$ cat config.mk
export PLATFORM = sky130hd
export DESIGN_NAME = dat_xfer_sequencer_flat
export DESIGN_NICKNAME = d
export VERILOG_FILES = /design/src/rtl/dat_xfer_sequencer_if.sv /design/src/rtl/dat_xfer_sequencer.sv /design/src/flat_wrapper.sv
export SDC_FILE = /design/constraint.sdc
export NUM_CORES = 1
export LEC_CHECK = 0
export CAP_MARGIN = 20
export CORE_MARGIN = 5
export CORE_UTILIZATION = 30
export CTS_BUF_LIST = sky130_fd_sc_hd__clkbuf_4
export DETAILED_ROUTE_END_ITERATION = 12
export GPL_ROUTABILITY_DRIVEN = 1
export PLACE_DENSITY_LB_ADDON = 0.2
export REMOVE_ABC_BUFFERS = 1
export SYNTH_ARGS = -nofsm -noshare
export SYNTH_HDL_FRONTEND = slang
export SYNTH_SLANG_ARGS = --single-unit
$ cat constraint.sdc
create_clock -name clk -period 2.23 [get_ports clk]
set_input_delay 0.5575 -clock clk [delete_from_list [all_inputs] [get_ports clk]]
set_output_delay 0.5575 -clock clk [all_outputs]
set_load 0.02 [all_outputs]
$ cat src/rtl/dat_xfer_sequencer_if.sv
// Handshake bundle between the DAT transfer sequencer, the register block
// and the DAT datapath / command path.
//   slave  : sequencer side (mode/launch/datapath status in, control out)
//   master : register block + datapath side (the reverse directions)
interface dat_xfer_sequencer_if #(
  parameter int unsigned BLK_CNT_W = 16,
  parameter int unsigned TMO_W     = 16
) ();
  logic                 start;
  logic                 sw_reset;
  logic                 dir;
  logic                 multi_blk;
  logic                 blk_cnt_en;
  logic                 auto_cmd12;
  logic [BLK_CNT_W-1:0] blk_cnt;
  logic [TMO_W-1:0]     tmo_limit;
  logic                 fifo_ready;
  logic                 blk_done;
  logic                 crc_err;
  logic                 dat_busy;
  logic                 cmd12_ack;
  logic                 enable_trans;
  logic                 blk_dir;
  logic                 active;
  logic                 cmd12_req;
  logic                 xfer_complete;
  logic                 crc_err_irq;
  logic                 tmo_err_irq;
  logic [BLK_CNT_W-1:0] blocks_left;

  modport slave (
    input  start, sw_reset, dir, multi_blk, blk_cnt_en, auto_cmd12, blk_cnt,
           tmo_limit, fifo_ready, blk_done, crc_err, dat_busy, cmd12_ack,
    output enable_trans, blk_dir, active, cmd12_req, xfer_complete,
           crc_err_irq, tmo_err_irq, blocks_left
  );

  modport master (
    output start, sw_reset, dir, multi_blk, blk_cnt_en, auto_cmd12, blk_cnt,
           tmo_limit, fifo_ready, blk_done, crc_err, dat_busy, cmd12_ack,
    input  enable_trans, blk_dir, active, cmd12_req, xfer_complete,
           crc_err_irq, tmo_err_irq, blocks_left
  );
endinterface

$ cat src/rtl/dat_xfer_sequencer.sv
// SD host DAT transfer sequencer: turns a data-command launch into a series
// of per-block transfers, gating enable_trans per block, waiting on FIFO
// readiness and card busy, counting blocks, requesting auto-CMD12 and
// reporting completion / CRC / timeout events.
// Ports:
//   clk      - single clock, posedge
//   reset_n  - asynchronous active-low reset
//   bus      - slave side of dat_xfer_sequencer_if (mode, launch, datapath
//              status in; enable_trans, status, pulses, blocks_left out)
module dat_xfer_sequencer #(
  parameter int unsigned BLK_CNT_W = 16,
  parameter int unsigned TMO_W     = 16
) (
  input  logic                    clk,
  input  logic                    reset_n,
  dat_xfer_sequencer_if.slave     bus
);

  typedef enum logic [2:0] {
    IDLE, FIFO_WAIT, XFER, BUSY_WAIT, NEXT, CMD12, DONE
  } state_t;

  localparam logic [BLK_CNT_W-1:0] BLK_ONE = BLK_CNT_W'(1);

  state_t               state_q, state_d;
  logic                 dir_q, dir_d;
  logic                 multi_q, multi_d;
  logic                 cnt_en_q, cnt_en_d;
  logic                 auto_q, auto_d;
  logic                 abort_q, abort_d;
  logic [BLK_CNT_W-1:0] blocks_left_q, blocks_left_d;
  logic [TMO_W-1:0]     tmo_cnt_q, tmo_cnt_d;
  logic                 crc_irq_q, crc_irq_d;
  logic                 tmo_irq_q, tmo_irq_d;

  logic tmo_hit;
  logic use_cmd12;
  logic infinite;

  assign tmo_hit   = (bus.tmo_limit != '0) && (tmo_cnt_q == bus.tmo_limit);
  assign use_cmd12 = multi_q && auto_q;
  assign infinite  = multi_q && !cnt_en_q;

  always_comb begin
    state_d       = state_q;
    dir_d         = dir_q;
    multi_d       = multi_q;
    cnt_en_d      = cnt_en_q;
    auto_d        = auto_q;
    abort_d       = abort_q;
    blocks_left_d = blocks_left_q;
    tmo_cnt_d     = '0;          // cleared everywhere except while timing
    crc_irq_d     = 1'b0;
    tmo_irq_d     = 1'b0;

    unique case (state_q)
      IDLE: begin
        if (bus.start) begin
          dir_d    = bus.dir;
          multi_d  = bus.multi_blk;
          cnt_en_d = bus.blk_cnt_en;
          auto_d   = bus.auto_cmd12;
          abort_d  = 1'b0;
          if (bus.multi_blk && bus.blk_cnt_en) begin
            blocks_left_d = bus.blk_cnt;
          end else if (!bus.multi_blk) begin
            blocks_left_d = BLK_ONE;
          end
          if (bus.multi_blk && bus.blk_cnt_en && (bus.blk_cnt == '0)) begin
            state_d = DONE;
          end else begin
            state_d = FIFO_WAIT;
          end
        end
      end
      FIFO_WAIT: begin
        if (bus.fifo_ready) state_d = XFER;
      end
      XFER: begin
        // timeout wins over a coincident blk_done
        if (tmo_hit) begin
          tmo_irq_d = 1'b1;
          state_d   = IDLE;
        end else if (bus.blk_done) begin
          if (bus.crc_err) begin
            crc_irq_d = 1'b1;
            abort_d   = 1'b1;
            state_d   = use_cmd12 ? CMD12 : IDLE;
          end else begin
            state_d   = dir_q ? NEXT : BUSY_WAIT;
          end
        end else begin
          tmo_cnt_d = tmo_cnt_q + TMO_W'(1);
        end
      end
      BUSY_WAIT: begin
        if (tmo_hit) begin
          tmo_irq_d = 1'b1;
          state_d   = IDLE;
        end else if (!bus.dat_busy) begin
          state_d   = NEXT;
        end else begin
          tmo_cnt_d = tmo_cnt_q + TMO_W'(1);
        end
      end
      NEXT: begin
        if (infinite) begin
          state_d = FIFO_WAIT;
        end else begin
          blocks_left_d = blocks_left_q - BLK_ONE;
          if (blocks_left_q == BLK_ONE) begin
            state_d = use_cmd12 ? CMD12 : DONE;
          end else begin
            state_d = FIFO_WAIT;
          end
        end
      end
      CMD12: begin
        if (bus.cmd12_ack) state_d = abort_q ? IDLE : DONE;
      end
      DONE: begin
        state_d = IDLE;
      end
      default: state_d = IDLE;
    endcase

    if (bus.sw_reset) begin
      state_d       = IDLE;
      dir_d         = 1'b0;
      multi_d       = 1'b0;
      cnt_en_d      = 1'b0;
      auto_d        = 1'b0;
      abort_d       = 1'b0;
      blocks_left_d = '0;
      tmo_cnt_d     = '0;
      crc_irq_d     = 1'b0;
      tmo_irq_d     = 1'b0;
    end
  end

  always_ff @(posedge clk or negedge reset_n) begin
    if (!reset_n) begin
      state_q       <= IDLE;
      dir_q         <= 1'b0;
      multi_q       <= 1'b0;
      cnt_en_q      <= 1'b0;
      auto_q        <= 1'b0;
      abort_q       <= 1'b0;
      blocks_left_q <= '0;
      tmo_cnt_q     <= '0;
      crc_irq_q     <= 1'b0;
      tmo_irq_q     <= 1'b0;
    end else begin
      state_q       <= state_d;
      dir_q         <= dir_d;
      multi_q       <= multi_d;
      cnt_en_q      <= cnt_en_d;
      auto_q        <= auto_d;
      abort_q       <= abort_d;
      blocks_left_q <= blocks_left_d;
      tmo_cnt_q     <= tmo_cnt_d;
      crc_irq_q     <= crc_irq_d;
      tmo_irq_q     <= tmo_irq_d;
    end
  end

  assign bus.enable_trans  = (state_q == XFER);
  assign bus.active        = (state_q != IDLE);
  assign bus.cmd12_req     = (state_q == CMD12);
  assign bus.xfer_complete = (state_q == DONE);
  assign bus.blk_dir       = dir_q;
  assign bus.crc_err_irq   = crc_irq_q;
  assign bus.tmo_err_irq   = tmo_irq_q;
  assign bus.blocks_left   = blocks_left_q;

endmodule

$ cat src/flat_wrapper.sv
// flat-port wrapper written by rule: the top's interface ports become plain ports
module dat_xfer_sequencer_flat 
#(
  parameter int unsigned BLK_CNT_W = 16,
  parameter int unsigned TMO_W     = 16
)
  (clk, reset_n, bus_start, bus_sw_reset, bus_dir, bus_multi_blk, bus_blk_cnt_en, bus_auto_cmd12, bus_blk_cnt, bus_tmo_limit, bus_fifo_ready, bus_blk_done, bus_crc_err, bus_dat_busy, bus_cmd12_ack, bus_enable_trans, bus_blk_dir, bus_active, bus_cmd12_req, bus_xfer_complete, bus_crc_err_irq, bus_tmo_err_irq, bus_blocks_left);
  dat_xfer_sequencer_if #(.BLK_CNT_W(BLK_CNT_W), .TMO_W(TMO_W)) bus_i ();
  input  logic clk;
  input  logic reset_n;
  input wire logic [$bits(bus_i.start)-1:0] bus_start;
  input wire logic [$bits(bus_i.sw_reset)-1:0] bus_sw_reset;
  input wire logic [$bits(bus_i.dir)-1:0] bus_dir;
  input wire logic [$bits(bus_i.multi_blk)-1:0] bus_multi_blk;
  input wire logic [$bits(bus_i.blk_cnt_en)-1:0] bus_blk_cnt_en;
  input wire logic [$bits(bus_i.auto_cmd12)-1:0] bus_auto_cmd12;
  input wire logic [$bits(bus_i.blk_cnt)-1:0] bus_blk_cnt;
  input wire logic [$bits(bus_i.tmo_limit)-1:0] bus_tmo_limit;
  input wire logic [$bits(bus_i.fifo_ready)-1:0] bus_fifo_ready;
  input wire logic [$bits(bus_i.blk_done)-1:0] bus_blk_done;
  input wire logic [$bits(bus_i.crc_err)-1:0] bus_crc_err;
  input wire logic [$bits(bus_i.dat_busy)-1:0] bus_dat_busy;
  input wire logic [$bits(bus_i.cmd12_ack)-1:0] bus_cmd12_ack;
  output wire logic [$bits(bus_i.enable_trans)-1:0] bus_enable_trans;
  output wire logic [$bits(bus_i.blk_dir)-1:0] bus_blk_dir;
  output wire logic [$bits(bus_i.active)-1:0] bus_active;
  output wire logic [$bits(bus_i.cmd12_req)-1:0] bus_cmd12_req;
  output wire logic [$bits(bus_i.xfer_complete)-1:0] bus_xfer_complete;
  output wire logic [$bits(bus_i.crc_err_irq)-1:0] bus_crc_err_irq;
  output wire logic [$bits(bus_i.tmo_err_irq)-1:0] bus_tmo_err_irq;
  output wire logic [$bits(bus_i.blocks_left)-1:0] bus_blocks_left;
  assign bus_i.start = bus_start;
  assign bus_i.sw_reset = bus_sw_reset;
  assign bus_i.dir = bus_dir;
  assign bus_i.multi_blk = bus_multi_blk;
  assign bus_i.blk_cnt_en = bus_blk_cnt_en;
  assign bus_i.auto_cmd12 = bus_auto_cmd12;
  assign bus_i.blk_cnt = bus_blk_cnt;
  assign bus_i.tmo_limit = bus_tmo_limit;
  assign bus_i.fifo_ready = bus_fifo_ready;
  assign bus_i.blk_done = bus_blk_done;
  assign bus_i.crc_err = bus_crc_err;
  assign bus_i.dat_busy = bus_dat_busy;
  assign bus_i.cmd12_ack = bus_cmd12_ack;
  assign bus_enable_trans = bus_i.enable_trans;
  assign bus_blk_dir = bus_i.blk_dir;
  assign bus_active = bus_i.active;
  assign bus_cmd12_req = bus_i.cmd12_req;
  assign bus_xfer_complete = bus_i.xfer_complete;
  assign bus_crc_err_irq = bus_i.crc_err_irq;
  assign bus_tmo_err_irq = bus_i.tmo_err_irq;
  assign bus_blocks_left = bus_i.blocks_left;
  dat_xfer_sequencer #(.BLK_CNT_W(BLK_CNT_W), .TMO_W(TMO_W)) u_core (.clk(clk), .reset_n(reset_n), .bus(bus_i));
endmodule
# Yosys cells after proc, flatten, opt, wreduce, memory -nomap -nowiden
# Index checks and enable logic that the tools add are counted.
[totals]
reg_bits = 42
inputBits = 45
output_inout_bits = 23
wordCells = 104
[op_classes]
addsub = 2
eq_ne = 18
mux = 55
n_reduce_logical = 19
[op_table]
columns = ["operator", "count"]
rows = [
  ["16-bit 2-to-1 mux", 10],
  ["16-bit case mux with 2 select lines", 2],
  ["3-bit 2-to-1 mux", 15],
  ["1-bit 2-to-1 mux", 25],
  ["3-bit != test, second input constant", 7],
  ["3-bit case mux with 6 select lines", 1],
  ["16-bit by 1-bit adder with 16-bit output, second input constant", 1],
  ["16-bit by 1-bit == test with 1-bit output, second input constant", 1],
  ["16-bit == test", 1],
  ["16-bit logical NOT", 1],
  ["16-bit nonzero test", 1],
  ["16-bit by 1-bit subtractor with 16-bit output, second input constant", 1],
  ["4-bit by 3-bit != test with 1-bit output, second input constant", 3],
  ["5-bit AND reduction", 2],
  ["3-bit == test, second input constant", 3],
  ["3-bit nonzero test", 3],
  ["3-bit by 2-bit == test with 1-bit output, second input constant", 2],
  ["1-bit logical AND", 5],
  ["4-bit AND reduction", 1],
  ["2-bit nonzero test", 2],
  ["3-bit by 1-bit == test with 1-bit output, second input constant", 1],
  ["3-bit logical NOT", 1],
  ["2-bit 2-to-1 mux", 1],
  ["1-bit case mux with 2 select lines", 1],
  ["3 further kinds", 3],
]

# Longest topological paths before layout
[depth]
depth_word = 7
mapped_depth = 8
ltp_nobuf = 8

# Worst setup path after synthesis
# Ideal clock, no wire load.
[synth_timing]
kind = "register to register"
from = "register u_core.blocks_left_q[1], in the netlist u_core.bus.blocks_left[1]"
to = "register u_core.blocks_left_q[12], in the netlist u_core.bus.blocks_left[12]"
setup_time_ns = 0.127
t_arrival_ns = 1.812
t_required_ns = 2.103
setup_slack_ns = 0.291
stages_incl_launch_ff = 9
path_buffers = 0
period_less_slack_ns = 1.939
cell_sequence = "dfrtp_1 > inv_1 > ha_1 > nor3b_1 > and3_1 > nand2_1 > xnor2_1 > a221oi_1 > nor2_1"
[synth_between]
elab_chain_cells = 4
[synth_rtl]
columns = ["item", "line_no", "rtl"]
rows = [
  ["start, declared", "dat_xfer_sequencer.sv:31", "logic [BLK_CNT_W-1:0] blocks_left_q, blocks_left_d;"],
  ["start signal, assigned", "dat_xfer_sequencer.sv:160", "blocks_left_q <= blocks_left_d;"],
  ["16-bit by 1-bit subtractor with 16-bit output", "dat_xfer_sequencer.sv:110", "blocks_left_d = blocks_left_q - BLK_ONE;"],
  ["16-bit 2-to-1 mux", "dat_xfer_sequencer.sv:107", "if (infinite) begin"],
  ["16-bit case mux with 2 select lines", "dat_xfer_sequencer.sv:56", "unique case (state_q)"],
  ["16-bit 2-to-1 mux", "dat_xfer_sequencer.sv:127", "if (bus.sw_reset) begin"],
]
# Every way passes these cells. The select of a mux whose other input is x is not followed.
# A chain may end at the register's enable or synchronous reset.

# Worst setup path in the final report
[layout_timing]
from = "input port bus_tmo_limit[7]"
to = "register u_core.state_q[0]"
[layout_between]
elab_chain_cells = 5
word_cells_on_any_way = 10
cone_classes = "3 x eq/ne; 4 x mux; 3 x reduce/logical"
[layout_rtl]
columns = ["item", "line_no", "rtl"]
rows = [
  ["start, declared", "flat_wrapper.sv:18", "input wire logic [$bits(bus_i.tmo_limit)-1:0] bus_tmo_limit;"],
  ["16-bit == test or 16-bit nonzero test (tied branches)", "dat_xfer_sequencer.sv:40", "assign tmo_hit = (bus.tmo_limit != '0) && (tmo_cnt_q == bus.tmo_limit);"],
  ["1-bit logical AND (*)", "dat_xfer_sequencer.sv:40", ""],
  ["3-bit 2-to-1 mux (on tied branches)", "dat_xfer_sequencer.sv:97, dat_xfer_sequencer.sv:81", ""],
  ["3-bit case mux with 6 select lines", "dat_xfer_sequencer.sv:56", ""],
  ["3-bit 2-to-1 mux", "dat_xfer_sequencer.sv:127", ""],
  ["end signal, assigned", "dat_xfer_sequencer.sv:154", "state_q <= state_d;"],
  ["end, declared", "dat_xfer_sequencer.sv:25", "state_t state_q, state_d;"],
]
# Every way passes the cells marked *; elsewhere a longest branch is shown, timed or not.

==> metrics <==
post-synthesis sequential area ratio=38.6%; reg2reg start=u_core.tmo_cnt_q[7]; internal reg-to-reg setup slack=0.19 ns; I/O Pins=68; synthesized area=~2700 sq um; worst path arrival time=about 2.4 ns; Final period util=between 90% and 100%; Final Wtd Congestion=around 0.85; DR vias/cell=5.22; share of layout cells above drive strength 1=a little over an eighth; first-pass GRT wire length=between 10000 and 15000 microns; RSZ-0062 raised after global routing=no; Area after DPL=about 3700 sq um; Yosys top cell by area=dfrtp_1; H-tree depth=2; reg2reg end=u_core.state_q[0]; # setup viols final=0; Worst EP required=roughly 2.5 ns; Layout Cells excl Fill=525; largest stage delay on the critical path=0.43 ns; fmax=about 460 MHz; WL/cell=15.6 microns; TritonCTS clock tree=yes; Routed WL=about 8200 microns; Synth Register Bits=between 40 and 50; Chip Height=~110 microns; Crit-path slowest cell=clkdlybuf4s50_1; post-synth top area share=38.6%; Max-cap violations=0; design area=around 3800 sq um; Port-buffer cells=67; Hold Fails Final Rpt=0; number of flops mapped to enable cells by yosys=0; Syn. warnings=0; GR Overflow Total=0; top_reg_cell synth=dfrtp_1; cts bufs inserted=5; Core Footprint=approximately 8800 sq um; vias in the first global route=roughly 2800; FFs w/ async S/R, synth=100%; VDD IR max=approximately 340 uV; Tmin final=~2.2 ns; synth unique cells=54; Pre-antenna DRT Iters=4; Static Leak=roughly 1.6 nW; Worst Tran Pin Value=just under 0.6 ns; Worst Setup Path Type=input port to flop; area growth from synthesis to layout=40.4%; average size of a mapped cell=8.43 sq um; Site Rows=34; n_diodes=0; worst skew pair latency=about 0.36 ns; Rel. slew slack=between 60% and 70%; Post-DP HPWL=~6200 microns; full die area=roughly 11000 sq um; commonest non-fill, non-tap cells in the layout=clkdlybuf4s50_1, nor2_1, dfrtp_1, nand2_1, buf_4; First DRT Iteration DRCs=between 100 and 150; CP max FO=5; skew final=between 0.008 and 0.009 ns; Mapped Cells=323; largest net degree at the start of global routing=23; die extent in x=105 microns; setup bufs post-CTS=0; status=finished clean; total number of vias=approximately 2700; worst hold path type=input port to async pin; nets@finish=around 460; worst r2r path cells=7; pwr/cell area=710 nW/um^2; Slew Limit Fails=0; Initial Util=a little under a third; top area cells in the synthesized netlist=dfrtp_1, nor2_1, xnor2_1; Placed Cells incl. Taps=roughly 520; Clock Tree Root=clkbuf_4; Core Util, Final=between 40 and 50%; crit start category=input port; Final ANT Viol Nets=0; crit path cell chain=clkdlybuf4s50_1 -> xor2_1 -> nor4_1 -> nand3_1 -> nor3_4 -> buf_4 -> a2bb2oi_1 -> o2bb2ai_1; GR Util All Layers=between 10% and 20%; DRC Markers=0; Clock transition at path regs=0.13 ns; maximum root-to-sink buffer count=2; Setup crit end kind=flop; initial antenna violation count=0; commonest non-fill, non-tap cell in the layout=clkdlybuf4s50_1; Sink Count=42
-- metrics by stage --
stage	worst slack, ns	hold WS, ns	setup TNS, ns	total power [mW]
2_1_floorplan	0.123	0.262	0	1.64
3_3_place_gp	-0.253	0.496	-3.65	2.20
3_5_place_dp	-0.259	0.512	-3.86	2.19
4_1_cts	0.0371	0.162	0	2.72
5_1_grt	0.00296	0.166	0	2.89
6_report	0.0702	0.155	0	2.72
-- kinds of logic (layout without fill, tap and decap cells) --
kind of cell | after synthesis | in the layout | synth area share (%)
flip-flops | 42 | 42 | 38.6
adder cells (fa/ha/maj) | 3 | 3 | 1.38
multiplexers | 1 | 1 | 0.367
XOR/XNOR | 33 | 33 | 10.6
AND/OR/NAND/NOR | 150 | 150 | 28.3
AO/OA/AOI/OAI | 71 | 71 | 17.0
buffers and inverters | 23 | 117 | 3.81
-- how the worst max path moves through the flow --
stage                 startpoint                   endpoint  slack (ns)  depth (start not counted)
2_1_floorplan  u_core.state_q[2]  u_core.bus.blocks_left[5]        0.12                          5
3_3_place_gp    bus_tmo_limit[7]          u_core.state_q[1]       -0.25                          7
3_5_place_dp    bus_tmo_limit[7]          u_core.state_q[1]       -0.26                          7
4_1_cts        u_core.state_q[2]                 bus_active        0.04                          4
5_1_grt        bus_tmo_limit[13]          u_core.state_q[0]       0.003                          8
6_report        bus_tmo_limit[7]          u_core.state_q[0]        0.07                          8
-- layer usage --
layer / vias to the layer above / part of all wire, % / track usage [%]
met3: 7 / 7.0 / 3.85
met5: - / 0 / 0
met4: 0 / 0.96 / 3.28
li1: 1339 / - / -
met1: 1298 / 47 / 20.4
met2: 96 / 45 / 23.5
-- cell usage after synthesis (3+ instances only) --
| cell type | count |
|---|---|
| nor2_1 | 43 |
| xnor2_1 | 18 |
| a22oi_1 | 7 |
| ha_1 | 3 |
| nand3_1 | 11 |
| nand4_1 | 6 |
| clkbuf_1 | 8 |
| nand2_1 | 35 |
| dfrtp_1 | 42 |
| nor3_1 | 11 |
| a221oi_1 | 3 |
| and3_1 | 8 |
| nand2b_1 | 4 |
| a21oi_1 | 13 |
| xor2_1 | 15 |
| o21ai_0 | 24 |
| nor4_1 | 13 |
| inv_1 | 10 |
-- power breakdown --
group	switching, mW	internal (mW)
Sequential	0.137	0.842
Clock	0.275	0.249
Combinational	0.655	0.558
-- worst max-delay path: cells and delay by family --
family                    cells  cell delay [ns]
AOI/OAI and AO/OA             2             0.27
xor gates and xnor gates      1             0.15
buffers and inverters         2             0.61
and+or+nand+nor               3             0.81
-- sequential cells by signal, indices dropped and copies added, names as in the netlist --
register and flops:
u_core.cnt_en_q 1, u_core.bus.blk_dir 1, u_core.bus.blocks_left 16, u_core.auto_q 1, u_core.tmo_cnt_q 16, u_core.bus.crc_err_irq 1
u_core.multi_q 1, u_core.state_q 3, u_core.bus.tmo_err_irq 1, u_core.abort_q 1
-- cell type report --
class	count	area, sq um
multi-input cells	258	1580
inverters	10	37.5
clock buffers	6	45.0
flip-flops and latches	42	1050
fillers	872	4980
repair buffers	99	932
well taps	108	135
clock inverters	2	37.5
-- what timing repair did --
action                     CTS  global route
gates cloned                 0             0
hold buffers                 0             0
resized for setup            7             6
setup endpoints to repair    4             4
pin swaps                    0             3
No activity file was read; power rests on OpenSTA's default activity.
